==> config.mk <==
export PLATFORM = sky130hd
export DESIGN_NAME = lms_update_sequencer
export DESIGN_NICKNAME = d
export VERILOG_FILES = /design/src/rtl/lms_pkg.sv /design/src/rtl/lms_weight_sat_add.sv /design/src/rtl/lms_update_sequencer.sv
export SDC_FILE = /design/constraint.sdc
export NUM_CORES = 1
export LEC_CHECK = 0
export ABC_AREA = 1
export CAP_MARGIN = 20
export CORE_UTILIZATION = 57
export CTS_CLUSTER_SIZE = 10
export DETAILED_ROUTE_END_ITERATION = 10
export GPL_TIMING_DRIVEN = 0
export PLACE_DENSITY = 0.85
export REMOVE_ABC_BUFFERS = 1
export SYNTH_ARGS = -nofsm -noshare
export SYNTH_HDL_FRONTEND = slang
export SYNTH_SLANG_ARGS = --single-unit
==> constraint.sdc <==
create_clock -name clock -period 6.5 [get_ports clock]
set_input_delay 0.975 -clock clock [delete_from_list [all_inputs] [get_ports clock]]
set_output_delay 0.975 -clock clock [all_outputs]
set_load 0.05 [all_outputs]
==> src/rtl/lms_pkg.sv <==
// Shared widths, FSM state encoding and index-width helper for the LMS update sequencer.
package lms_pkg;

   localparam int unsigned DATA_W = 8;
   localparam int unsigned PROD_W = 16;

   typedef enum logic [2:0] {
      IDLE   = 3'd0,
      FETCH  = 3'd1,
      ISSUE  = 3'd2,
      WAIT   = 3'd3,
      UPDATE = 3'd4,
      DONE   = 3'd5
   } state_e;

   // Tap index width; a single-tap bank still gets one index bit.
   function automatic int unsigned idx_w(input int unsigned n);
      return (n > 1) ? $clog2(n) : 1;
   endfunction

endpackage

==> src/rtl/lms_weight_sat_add.sv <==
// Combinational weight update: w + (prod >>> MU_SHIFT), saturated or wrapped to 8 bits.
module lms_weight_sat_add
   import lms_pkg::*;
#(
   parameter int unsigned MU_SHIFT = 7,
   parameter bit          SAT_EN   = 1'b1
) (
   input  logic [DATA_W-1:0] w_i,
   input  logic [PROD_W-1:0] prod_i,
   output logic [DATA_W-1:0] w_o
);

   localparam logic signed [PROD_W:0] W_MAX = (PROD_W+1)'(127);
   localparam logic signed [PROD_W:0] W_MIN = (PROD_W+1)'(-128);

   logic signed [PROD_W-1:0] delta;
   logic signed [PROD_W:0]   sum;

   // Arithmetic shift floors toward -inf; sum is wide enough that it never overflows.
   always_comb begin
      delta = $signed(prod_i) >>> MU_SHIFT;
      sum   = {{(PROD_W+1-DATA_W){w_i[DATA_W-1]}}, w_i} + {delta[PROD_W-1], delta};
      if (!SAT_EN) begin
         w_o = sum[DATA_W-1:0];
      end else if (sum > W_MAX) begin
         w_o = 8'h7F;
      end else if (sum < W_MIN) begin
         w_o = 8'h80;
      end else begin
         w_o = sum[DATA_W-1:0];
      end
   end

endmodule

==> src/rtl/lms_update_sequencer.sv <==
// Walks all taps through one shared multiplier and applies the LMS weight update.
module lms_update_sequencer
   import lms_pkg::*;
#(
   parameter int unsigned N_TAPS      = 4,
   parameter int unsigned MU_SHIFT    = 7,
   parameter int unsigned MUL_TIMEOUT = 15,
   parameter bit          SAT_EN      = 1'b1,
   localparam int unsigned IDX_W      = idx_w(N_TAPS)
) (
   input  logic              clock,
   input  logic              reset,
   input  logic              start,
   input  logic [DATA_W-1:0] e,
   output logic [IDX_W-1:0]  x_idx,
   input  logic [DATA_W-1:0] x_rd_data,
   output logic [DATA_W-1:0] mul_a,
   output logic [DATA_W-1:0] mul_b,
   output logic              mul_enable,
   input  logic              mul_done,
   input  logic [PROD_W-1:0] mul_q,
   input  logic [IDX_W-1:0]  w_rd_idx,
   output logic [DATA_W-1:0] w_rd_data,
   output logic              busy,
   output logic              done,
   output logic              err
);

   localparam int unsigned CNT_W = $clog2(MUL_TIMEOUT + 1);

   state_e              state_q, state_d;
   logic [IDX_W-1:0]    k_q, k_d;
   logic [DATA_W-1:0]   e_q, e_d;
   logic [DATA_W-1:0]   mul_a_q, mul_a_d;
   logic [DATA_W-1:0]   mul_b_q, mul_b_d;
   logic                mul_en_q, mul_en_d;
   logic [PROD_W-1:0]   prod_q, prod_d;
   logic [CNT_W-1:0]    cnt_q, cnt_d;
   logic                busy_q, busy_d;
   logic                done_q, done_d;
   logic                err_q, err_d;
   logic [DATA_W-1:0]   w_q [N_TAPS];
   logic                w_we;
   logic [DATA_W-1:0]   w_new;

   lms_weight_sat_add #(
      .MU_SHIFT (MU_SHIFT),
      .SAT_EN   (SAT_EN)
   ) u_sat_add (
      .w_i    (w_q[k_q]),
      .prod_i (prod_q),
      .w_o    (w_new)
   );

   // Next-state and next-output logic; status outputs are registered from the next state.
   always_comb begin
      state_d  = state_q;
      k_d      = k_q;
      e_d      = e_q;
      mul_a_d  = mul_a_q;
      mul_b_d  = mul_b_q;
      prod_d   = prod_q;
      cnt_d    = cnt_q;
      err_d    = err_q;
      w_we     = 1'b0;
      case (state_q)
         IDLE: begin
            if (start) begin
               e_d     = e;
               k_d     = '0;
               err_d   = 1'b0;
               state_d = FETCH;
            end
         end
         FETCH: begin
            mul_b_d = x_rd_data;
            mul_a_d = e_q;
            state_d = ISSUE;
         end
         ISSUE: begin
            cnt_d   = '0;
            state_d = WAIT;
         end
         WAIT: begin
            if (mul_done) begin
               prod_d  = mul_q;
               state_d = UPDATE;
            end else begin
               cnt_d = cnt_q + CNT_W'(1);
               if (cnt_d == CNT_W'(MUL_TIMEOUT)) begin
                  err_d   = 1'b1;
                  state_d = DONE;
               end
            end
         end
         UPDATE: begin
            w_we = 1'b1;
            if (k_q == IDX_W'(N_TAPS - 1)) begin
               state_d = DONE;
            end else begin
               k_d     = k_q + IDX_W'(1);
               state_d = FETCH;
            end
         end
         DONE: begin
            state_d = IDLE;
         end
         default: begin
            state_d = IDLE;
         end
      endcase
      mul_en_d = (state_d == ISSUE);
      done_d   = (state_d == DONE);
      busy_d   = (state_d != IDLE);
   end

   // State and datapath registers with synchronous active-low reset.
   always_ff @(posedge clock) begin
      if (!reset) begin
         state_q  <= IDLE;
         k_q      <= '0;
         e_q      <= '0;
         mul_a_q  <= '0;
         mul_b_q  <= '0;
         mul_en_q <= 1'b0;
         prod_q   <= '0;
         cnt_q    <= '0;
         busy_q   <= 1'b0;
         done_q   <= 1'b0;
         err_q    <= 1'b0;
         for (int i = 0; i < int'(N_TAPS); i++) begin
            w_q[i] <= '0;
         end
      end else begin
         state_q  <= state_d;
         k_q      <= k_d;
         e_q      <= e_d;
         mul_a_q  <= mul_a_d;
         mul_b_q  <= mul_b_d;
         mul_en_q <= mul_en_d;
         prod_q   <= prod_d;
         cnt_q    <= cnt_d;
         busy_q   <= busy_d;
         done_q   <= done_d;
         err_q    <= err_d;
         if (w_we) begin
            w_q[k_q] <= w_new;
         end
      end
   end

   // Weight read port sees the registered bank, so a same-cycle write shows the old value.
   assign w_rd_data  = (32'(w_rd_idx) < N_TAPS) ? w_q[w_rd_idx] : '0;
   assign x_idx      = k_q;
   assign mul_a      = mul_a_q;
   assign mul_b      = mul_b_q;
   assign mul_enable = mul_en_q;
   assign busy       = busy_q;
   assign done       = done_q;
   assign err        = err_q;

endmodule

==> results by group <==
Route
  • Initial detailed-routing violation count: 334
  • Post-route ant nets: 0
  • Drt total wl: 9650 um
  • # DRC: 4
  • Post-DR vias/cell: 5.73
  • DR vias: 3556
  • Average wire per standard cell: 15.5 um
  • Detailed-router iteration count before antenna repair: 8

Placement
  • Gp weighted congestion: 0.888
  • Inst Count DP: 604
  • Port Buffer Count: 60
  • DP Worst Slack: 2140 ps
  • HPWL after DPL: 6500 um

Pwr
  • Worst vdd ir: 0.193 mV
  • Static leakage: 0.00191 uW
  • Power per cell area: 279 nW/um^2
  • Power after layout: 1320 uW

Timing
  • Setup tns final: 0 ps
  • Hold Fails Final Rpt: 0
  • Fin crit share: 68.5%
  • Slew HR: 48.9%
  • Setup Viol. Count Final: 0
  • Final worst clock skew: 6.96 ps
  • Unrepaired setup endpoints after global routing: no
  • Fmax: 225 MHz
  • Fin. max-slew vios: 0
  • Setup WS post-layout: 2050 ps
  • Minimum clock period: 4450 ps
  • Worst slew pin tran: 761 ps

Finish
  • Commonest non-fill, non-tap cell in the layout: nor2_1
  • Most frequent cells in the layout: nor2_1, o21ai_0, clkdlybuf4s50_1, nand2_1, a21oi_1
  • Layout cell share with drive strength beyond 1: 4.60%
  • Fin nets: 590
  • Layout area overhead: 22.7%
  • ANT cells: 0
  • Non-Filler Instances: 621
  • Fill cells: 497

Worst setup path
  • R2r worst-path depth: 15
  • Crit start category: input pin
  • Critical Path Sink Type: output pin
  • Setup CP Type: input pin to output pin
  • Critical Path RT: 5520 ps
  • Crit path max fanout: 17
  • RR Endpoint: w_q[3][1]
  • Arrival time at the worst endpoint: 3480 ps
  • R2R Setup Slk: 2860 ps

Clock tree
  • Num Clock Sinks: 80
  • Clk slew on worst S/H paths: 70 ps
  • Num CTS Buffers: 9
  • Clk Latency, worst-skew pair: 350 ps
  • Hold Buf Count CTS: 0
  • CTS Root Cell: clkbuf_8
  • Setup Buffers After CTS: 0
  • Clock tree from TritonCTS: built
  • H-tree Lvls: 3
  • Post-CTS sizing: 0
  • Clock tree buffer depth: 2

Outcome
  • Status: finished with violations
  • Failing checks: design-rule violations

GRT
  • Pin count of the biggest net entering global routing: 35
  • Global-route wire length before repair: 15300 um
  • Initial antenna violation count: 0
  • GRT Util Overall: 27.8%
  • Vias in the first global route: 3391
  • Grt ovf: 0

Synth
  • Synthesized instance count: 481
  • Asr flop ratio synth: 0%
  • Yosys cell types: 30
  • Synthesis-stage register bit count: 80
  • Cell Area, Synth: 3870 um^2
  • Top FF cell, synth: dfxtp_1
  • Number of synthesized flops with an enable pin: 32
  • Ys Warns: 0
  • Syn Area/Cell: 8.05 um^2
  • Register area share after synthesis: 49.6%

Die
  • Initial Util: 60.0%
  • Row count: 29
  • Io pins: 68
  • Die Ht: 84.4 um
  • Core ar.: 6460 um^2
  • Die area: 7130 um^2
  • Die width: 84.4 um

Hold path
  • HP Start: mul_b[2]
  • Hold Crit Class: flip-flop to flip-flop
  • Hold Crit Depth: 2
  • Hold Path Sink: mul_b[2]

Run
  • Max Cap Violations: 0
## through the flow
step | hold slack, ps | cell area [um^2] | utilization, %
detailed placement | 434 | 4530 | 70.1
CTS | 445 | 4740 | 73.3
global placement | 431 | 4500 | 69.6
global route | 461 | 4750 | 73.6
floorplan | 427 | 3800 | -
finish | 443 | 4750 | 73.6
## layer usage
metal | wire length, um | global-route usage, % | share of wire (%) | vias to the layer above
li1 | - | - | - | 1728
met1 | 3720 | 31.8 | 39 | 1618
met2 | 4770 | 47.1 | 49 | 168
met3 | 740 | 5.51 | 7.7 | 42
met4 | 418 | 19.1 | 4.3 | 0
met5 | 0 | 0 | 0 | -
## cell families (layout without fill, tap and decap cells)
group	Yosys count	after routing	share of synthesized area, %
compound gates	147	147	20.2
xor+xnor	6	6	1.36
buf+inv	73	136	7.46
flops	80	80	49.6
simple gates	162	162	17.0
fa+ha+maj	13	13	4.39
## worst max path at each step
stage                           start      endpoint  slack, ps  depth (start not counted)
after floorplan           w_rd_idx[0]  w_rd_data[0]       3440                          3
after global placement    w_rd_idx[0]  w_rd_data[3]       2220                          5
after detailed placement  w_rd_idx[0]  w_rd_data[3]       2140                          5
after CTS                 w_rd_idx[0]  w_rd_data[3]       2130                          5
after global routing      w_rd_idx[0]  w_rd_data[3]       1970                          5
final                     w_rd_idx[0]  w_rd_data[3]       2050                          5
## power breakdown
part	internal, uW	switching [uW]
combinational	120	245
sequential	558	26.9
clock	197	179
## Yosys cell counts, types with 2 or more instances
library cell	count	area [um^2]
nor2_1	81	304
o21ai_0	68	340
nand2_1	58	218
a21oi_1	57	285
inv_1	54	203
dfxtp_1	48	961
edfxtp_1	32	961
o22ai_1	16	100
clkbuf_1	14	52.6
ha_1	12	150
nand3_1	10	50.1
nand2_2	4	25.0
clkinv_1	3	11.3
nor3_1	3	15.0
xnor2_1	3	26.3
xor2_1	3	26.3
buf_6	2	22.5
## area by class of cell
cell class	instances	area (um^2)	share of cell area [%]
clock inverters	1	7.51	0.158
flip-flops and latches	80	1920	40.4
repair buffers	63	651	13.7
multi-input cells	328	1660	35.0
well taps	77	96.3	2.03
clock buffers	15	199	4.19
inverters	57	214	4.50
## flip-flops by register name (all words and copies together), names as in the netlist, named ones only
register and count:
busy 1, mul_b 8, mul_enable 1, e_q 8, cnt_q 4, done 1
mul_a 8, w_q 32, prod_q 9, state_q 3, err 1, x_idx 2
## critical path, stage by stage
cell             delay, ps
clkdlybuf4s50_1        740
inv_1                  580
o21ai_0                160
o22ai_1                170
clkdlybuf4s50_1        840
(Power assumes the default switching activity.)
